--- src/rtl/cdc_bus_scheduler_if.sv ---
// Request and transfer signals shared by the requesters and cdc_bus_scheduler.
// The scheduler uses the slave modport; the requester side uses master.
interface cdc_bus_scheduler_if #(
  parameter int unsigned NUM_REQ = 4,
  parameter int unsigned BUS     = 4
);
  localparam int unsigned IdW = $clog2(NUM_REQ);

  logic [NUM_REQ-1:0]     i_req;
  logic [NUM_REQ*BUS-1:0] i_data;
  logic [NUM_REQ-1:0]     o_grant;
  logic                   o_busy;
  logic [IdW-1:0]         o_src_id;
  logic [BUS-1:0]         o_async_bus;
  logic                   o_bus_enable;
  logic [15:0]            o_xfer_count;

  modport master (
    output i_req, i_data,
    input  o_grant, o_busy, o_src_id, o_async_bus, o_bus_enable, o_xfer_count
  );

  modport slave (
    input  i_req, i_data,
    output o_grant, o_busy, o_src_id, o_async_bus, o_bus_enable, o_xfer_count
  );
endinterface

--- src/rtl/cdc_bus_scheduler.sv ---
// Round-robin scheduler sharing one data_sync crossing: enable high HOLD_CYCLES, low GAP_CYCLES.
// Optional transfer counter is built when CDC_SCHED_XFER_COUNT_EN is defined.
module cdc_bus_scheduler #(
  parameter int unsigned NUM_REQ     = 4,
  parameter int unsigned BUS         = 4,
  parameter int unsigned HOLD_CYCLES = 4,
  parameter int unsigned GAP_CYCLES  = 4
) (
  input logic                i_clk,
  input logic                i_arst,
  cdc_bus_scheduler_if.slave bus_if
);

  localparam int unsigned IdW    = $clog2(NUM_REQ);
  localparam int unsigned MaxCyc = (HOLD_CYCLES > GAP_CYCLES) ? HOLD_CYCLES : GAP_CYCLES;
  localparam int unsigned CntW   = $clog2(MaxCyc + 1);

  localparam logic [CntW-1:0] HoldLast = CntW'(HOLD_CYCLES);
  localparam logic [CntW-1:0] GapLast  = CntW'(GAP_CYCLES);
  localparam logic [IdW:0]    NumReqW  = (IdW + 1)'(NUM_REQ);
  localparam logic [IdW-1:0]  LastId   = IdW'(NUM_REQ - 1);

  typedef enum logic [1:0] {StIdle, StHold, StGap} state_e;

  state_e             r_state;
  logic [CntW-1:0]    r_cnt;
  logic [IdW-1:0]     r_ptr;
  logic [IdW-1:0]     r_src_id;
  logic [NUM_REQ-1:0] r_grant;
  logic               r_busy;
  logic               r_bus_enable;
  logic [BUS-1:0]     r_async_bus;

  logic [BUS-1:0]     w_data_arr [NUM_REQ];
  logic [IdW:0]       w_sum;
  logic [IdW-1:0]     w_idx;
  logic [IdW-1:0]     w_winner;
  logic [IdW-1:0]     w_next_ptr;
  logic               w_found;
  logic               w_gap_done;
  logic               w_accept;

  for (genvar k = 0; k < NUM_REQ; k++) begin : g_unpack
    assign w_data_arr[k] = bus_if.i_data[k*BUS +: BUS];
  end

  // Scan requesters starting at the pointer, wrapping modulo NUM_REQ.
  always_comb begin
    w_found  = 1'b0;
    w_winner = '0;
    w_sum    = '0;
    w_idx    = '0;
    for (int unsigned i = 0; i < NUM_REQ; i++) begin
      w_sum = {1'b0, r_ptr} + (IdW + 1)'(i);
      if (w_sum >= NumReqW) w_sum = w_sum - NumReqW;
      w_idx = w_sum[IdW-1:0];
      if (!w_found && bus_if.i_req[w_idx]) begin
        w_found  = 1'b1;
        w_winner = w_idx;
      end
    end
  end

  assign w_next_ptr = (w_winner == LastId) ? '0 : w_winner + 1'b1;
  assign w_gap_done = (r_state == StGap) && (r_cnt == GapLast);
  // The last GAP edge doubles as an IDLE decision so back-to-back period is HOLD+GAP.
  assign w_accept   = ((r_state == StIdle) || w_gap_done) && w_found;

  always_ff @(posedge i_clk or posedge i_arst) begin
    if (i_arst) begin
      r_state      <= StIdle;
      r_cnt        <= '0;
      r_ptr        <= '0;
      r_src_id     <= '0;
      r_grant      <= '0;
      r_busy       <= 1'b0;
      r_bus_enable <= 1'b0;
      r_async_bus  <= '0;
    end else begin
      r_grant <= '0;
      if (w_accept) begin
        r_state      <= StHold;
        r_cnt        <= CntW'(1);
        r_ptr        <= w_next_ptr;
        r_src_id     <= w_winner;
        r_async_bus  <= w_data_arr[w_winner];
        r_grant      <= {{(NUM_REQ - 1){1'b0}}, 1'b1} << w_winner;
        r_busy       <= 1'b1;
        r_bus_enable <= 1'b1;
      end else begin
        unique case (r_state)
          StHold: begin
            if (r_cnt == HoldLast) begin
              r_state      <= StGap;
              r_cnt        <= CntW'(1);
              r_bus_enable <= 1'b0;
            end else begin
              r_cnt <= r_cnt + 1'b1;
            end
          end
          StGap: begin
            if (w_gap_done) begin
              r_state <= StIdle;
              r_cnt   <= '0;
              r_busy  <= 1'b0;
            end else begin
              r_cnt <= r_cnt + 1'b1;
            end
          end
          default: ;
        endcase
      end
    end
  end

  assign bus_if.o_grant      = r_grant;
  assign bus_if.o_busy       = r_busy;
  assign bus_if.o_src_id     = r_src_id;
  assign bus_if.o_async_bus  = r_async_bus;
  assign bus_if.o_bus_enable = r_bus_enable;

`ifdef CDC_SCHED_XFER_COUNT_EN
  logic [15:0] r_xfer_count;

  always_ff @(posedge i_clk or posedge i_arst) begin
    if (i_arst) begin
      r_xfer_count <= '0;
    end else if (w_gap_done) begin
      r_xfer_count <= r_xfer_count + 16'd1;
    end
  end

  assign bus_if.o_xfer_count = r_xfer_count;
`else
  assign bus_if.o_xfer_count = 16'd0;
`endif

endmodule
--- src/flat_wrapper.sv ---
// flat-port wrapper written by rule: the top's interface ports become plain ports
module cdc_bus_scheduler_flat 
#(
  parameter int unsigned NUM_REQ     = 4,
  parameter int unsigned BUS         = 4,
  parameter int unsigned HOLD_CYCLES = 4,
  parameter int unsigned GAP_CYCLES  = 4
)
  (i_clk, i_arst, bus_if_i_req, bus_if_i_data, bus_if_o_grant, bus_if_o_busy, bus_if_o_src_id, bus_if_o_async_bus, bus_if_o_bus_enable, bus_if_o_xfer_count);
  cdc_bus_scheduler_if #(.NUM_REQ(NUM_REQ), .BUS(BUS)) bus_if_i ();
  input logic i_clk;
  input logic i_arst;
  input wire logic [$bits(bus_if_i.i_req)-1:0] bus_if_i_req;
  input wire logic [$bits(bus_if_i.i_data)-1:0] bus_if_i_data;
  output wire logic [$bits(bus_if_i.o_grant)-1:0] bus_if_o_grant;
  output wire logic [$bits(bus_if_i.o_busy)-1:0] bus_if_o_busy;
  output wire logic [$bits(bus_if_i.o_src_id)-1:0] bus_if_o_src_id;
  output wire logic [$bits(bus_if_i.o_async_bus)-1:0] bus_if_o_async_bus;
  output wire logic [$bits(bus_if_i.o_bus_enable)-1:0] bus_if_o_bus_enable;
  output wire logic [$bits(bus_if_i.o_xfer_count)-1:0] bus_if_o_xfer_count;
  assign bus_if_i.i_req = bus_if_i_req;
  assign bus_if_i.i_data = bus_if_i_data;
  assign bus_if_o_grant = bus_if_i.o_grant;
  assign bus_if_o_busy = bus_if_i.o_busy;
  assign bus_if_o_src_id = bus_if_i.o_src_id;
  assign bus_if_o_async_bus = bus_if_i.o_async_bus;
  assign bus_if_o_bus_enable = bus_if_i.o_bus_enable;
  assign bus_if_o_xfer_count = bus_if_i.o_xfer_count;
  cdc_bus_scheduler #(.NUM_REQ(NUM_REQ), .BUS(BUS), .HOLD_CYCLES(HOLD_CYCLES), .GAP_CYCLES(GAP_CYCLES)) u_core (.i_clk(i_clk), .i_arst(i_arst), .bus_if(bus_if_i));
endmodule
--- config.mk ---
export PLATFORM = sky130hd
export DESIGN_NAME = cdc_bus_scheduler_flat
export DESIGN_NICKNAME = d
export VERILOG_FILES = /design/src/rtl/cdc_bus_scheduler_if.sv /design/src/rtl/cdc_bus_scheduler.sv /design/src/flat_wrapper.sv
export SDC_FILE = /design/constraint.sdc
export NUM_CORES = 1
export LEC_CHECK = 0
export ABC_CLOCK_PERIOD_IN_PS = 2000
export CORE_ASPECT_RATIO = 1.2
export CORE_MARGIN = 2
export CORE_UTILIZATION = 40
export CTS_BUF_LIST = sky130_fd_sc_hd__clkbuf_2 sky130_fd_sc_hd__clkbuf_4 sky130_fd_sc_hd__clkbuf_8
export CTS_CLUSTER_DIAMETER = 150
export DETAILED_ROUTE_END_ITERATION = 8
export MAX_ROUTING_LAYER = met4
export PLACE_DENSITY = 0.74
export SYNTH_ARGS = -nofsm -noshare
export SYNTH_HDL_FRONTEND = slang
export SYNTH_SLANG_ARGS = --single-unit
--- constraint.sdc ---
create_clock -name i_clk -period 2 [get_ports i_clk]
set_clock_uncertainty 0.05 [all_clocks]
set_input_delay 0.4 -clock i_clk [delete_from_list [all_inputs] [get_ports i_clk]]
set_output_delay 0.4 -clock i_clk [all_outputs]
set_load 0.01 [all_outputs]
==> impl_metrics.ini <==
[floorplanning]
die_area_sq_um = 3570
start_util_pct = 41.4
boundaryPins = 50
fp-row-count = 22
coreArea_sq_um = 3000
die_w_microns = 54.9
die_h_microns = 65.0

[drt]
final_antenna_net_count = 0
dr.pass1.iters = 4
drc = 0
drtIter0Drc = 9
wl_per_cell_microns = 12.3
detail_route.vias_per_cell = 4.83
totalWireLength_microns = 2650
vias = 1043

[clock_network]
path_clk_slew_ps = 110
cts_num_sinks = 19
cts-root-buf = clkbuf_4
ctsHoldBuffers = 0
cts.path.max_buffers = 2
clk_latency_ps = 290
cts_made_buffers = 3
tritoncts = built
htree_levels = 1

[sta]
setup_viol = 0
holdWs_ps = 358
min_period_over_period_pct = 95.1
fmax_ghz = 0.525
final.min_clock_period_ps = 1900
slew_violations = 0
hold_viol_final = 0
grt_setup_unrepaired = no

[power_and_ir_drop]
p_leak_nw = 0.793
max-vdd-ir-drop_mv = 0.305
pwr_density_cell_nw_per_um2 = 421

[place]
port_buffers = 33
gp_congestion = 0.751
place_hpwl_microns = 2100

[min_path]
hold_path_class = primary input to asynchronous set/reset pin

[global_routing]
grtUsageTotal_pct = 16.7
first_global_vias = 1030
grt_max_degree = 20
grt.overflow.total = 0
antenna_found_initial = 0
grt_pass1_wl_microns = 4330

[synthesis]
yosys.area.top_type = dfrtp_1
synth_area_leaders = dfrtp_1 38%, buf_4 9.7%, ha_1 9.1%
syn-instance-count = 133
ys_seq_area_share_pct = 38.3
synthFlopType = dfrtp_1
syn_area_sq_um = 1240
synth_top_area_share_pct = 38.3
synth_edf_count = 0
synthDistinctLibCells = 33
synth.ff_latch_count = 19
avgSynthCellArea_sq_um = 9.33
synthArstFlopShare_pct = 100
yosysWarnings = 0

[worst_setup_path]
reg2reg_to = u_core.bus_if.o_async_bus[2]$_DFFE_PP0P_
required_ps = 2120
endpoint_kind = flop
cp-startpoint = bus_if_i_req[1]
worstPathMaxFanout = 11
rrSetupSlack_ps = 220
crit_type = primary input to flop
reg2reg_from = u_core.r_state[0]$_DFFE_PP0P_
r2r_cells = 7
cp.arrival_ps = 2020
start_kind = primary input

[final_layout]
n_fill_cell = 272
area_growth_pct = 35.2
layout_commonest_cell = clkdlybuf4s50_1
mostFrequentLayoutCells = 33 x clkdlybuf4s50_1, 24 x nand2_1, 19 x dfrtp_1
diodes = 0
multi_input_area_sq_um = 664
nets = 212
fin_util_pct = 55.9
drive_above_1_share_pct = 14.4
regArea_sq_um = 475

[status]
status = completed

[job]
cap_violations = 0
-- state kept, by name (all words and copies together), names as in the netlist --
register / cells
u_core.r_ptr: 2
u_core.r_state: 2
u_core.bus_if.o_bus_enable: 1
u_core.bus_if.o_busy: 1
u_core.r_cnt: 3
u_core.bus_if.o_src_id: 2
u_core.bus_if.o_grant: 4
u_core.bus_if.o_async_bus: 4
-- metrics by stage --
stage	setup WS, ps	std cells	TNS, ps	instance area (sq um)	power (mW)
after floorplan	325	148	0	1300	0.472
after global placement	-197	210	-2120	1630	0.513
after detailed placement	-233	210	-2460	1630	0.516
after CTS	80.9	214	0	1660	0.713
after global routing	54.7	216	0	1680	0.744
final	97.0	216	0	1680	0.706
-- report_power, final --
part	internal, mW	total [mW]	switching, mW	leakage (nW)
Sequential	0.384	0.384	0	0.229
Clock	0.0744	0.197	0.123	0.0177
Combinational	0.0657	0.125	0.0591	0.546
Total	0.524	0.706	0.182	0.793
-- routing by layer --
metal | global-route usage, % | wire length [microns]
met1 | 19.3 | 1100
met2 | 28.3 | 1410
met3 | 0.922 | 101
met4 | 8.44 | 47
met5 | - | 0
-- logic make-up after synthesis --
family / synth area share (%)
fa+ha+maj: 9.07
compound gates: 13.0
buf+inv: 13.1
flops: 38.3
mux: 6.45
simple gates: 19.8
other cells: 0.302
-- layout make-up --
type | instances | area share (%)
clock buffers | 3 | 1.34
clock inverters | 1 | 0.298
inverters | 8 | 1.79
multi-input cells | 102 | 39.6
flip-flops and latches | 19 | 28.3
well taps | 36 | 2.68
repair buffers | 47 | 26.0
-- cells in the mapped netlist, drive strengths merged, types with 2 or more instances --
library cell and instances:
o221ai 4, nand3 3, clkbuf 2, a21oi 5, dfrtp 19, inv 8
ha 9, o21ai 5, nand2b 2, and2 4, buf 17, a31oi 3
mux2i 8, nor2b 2, nand2 25, nor2 5
-- critical path: stages --
cell             delay (ps)
clkdlybuf4s50_1         500
nor2_1                   70
or4_4                   550
nand2_8                 140
mux2i_1                 220
o221ai_1                140
-- how the worst max path moves through the flow --
stage / to / cells after the start
after global placement: u_core.bus_if.o_async_bus[3]$_DFFE_PP0P_ / 6
after global routing: u_core.r_ptr[0]$_DFFE_PP0P_ / 7
after detailed placement: u_core.r_ptr[0]$_DFFE_PP0P_ / 7
after CTS: u_core.r_ptr[0]$_DFFE_PP0P_ / 7
after floorplan: u_core.bus_if.o_async_bus[1]$_DFFE_PP0P_ / 5
final: u_core.bus_if.o_async_bus[2]$_DFFE_PP0P_ / 6
-- what timing repair did --
action,4_1_cts,5_1_grt
setup buffers,0,2
setup endpoints to repair,0,5
gates resized for setup,0,1
endpoints found under the hold margin,0,0
No activity file was read; power rests on OpenSTA's default activity.
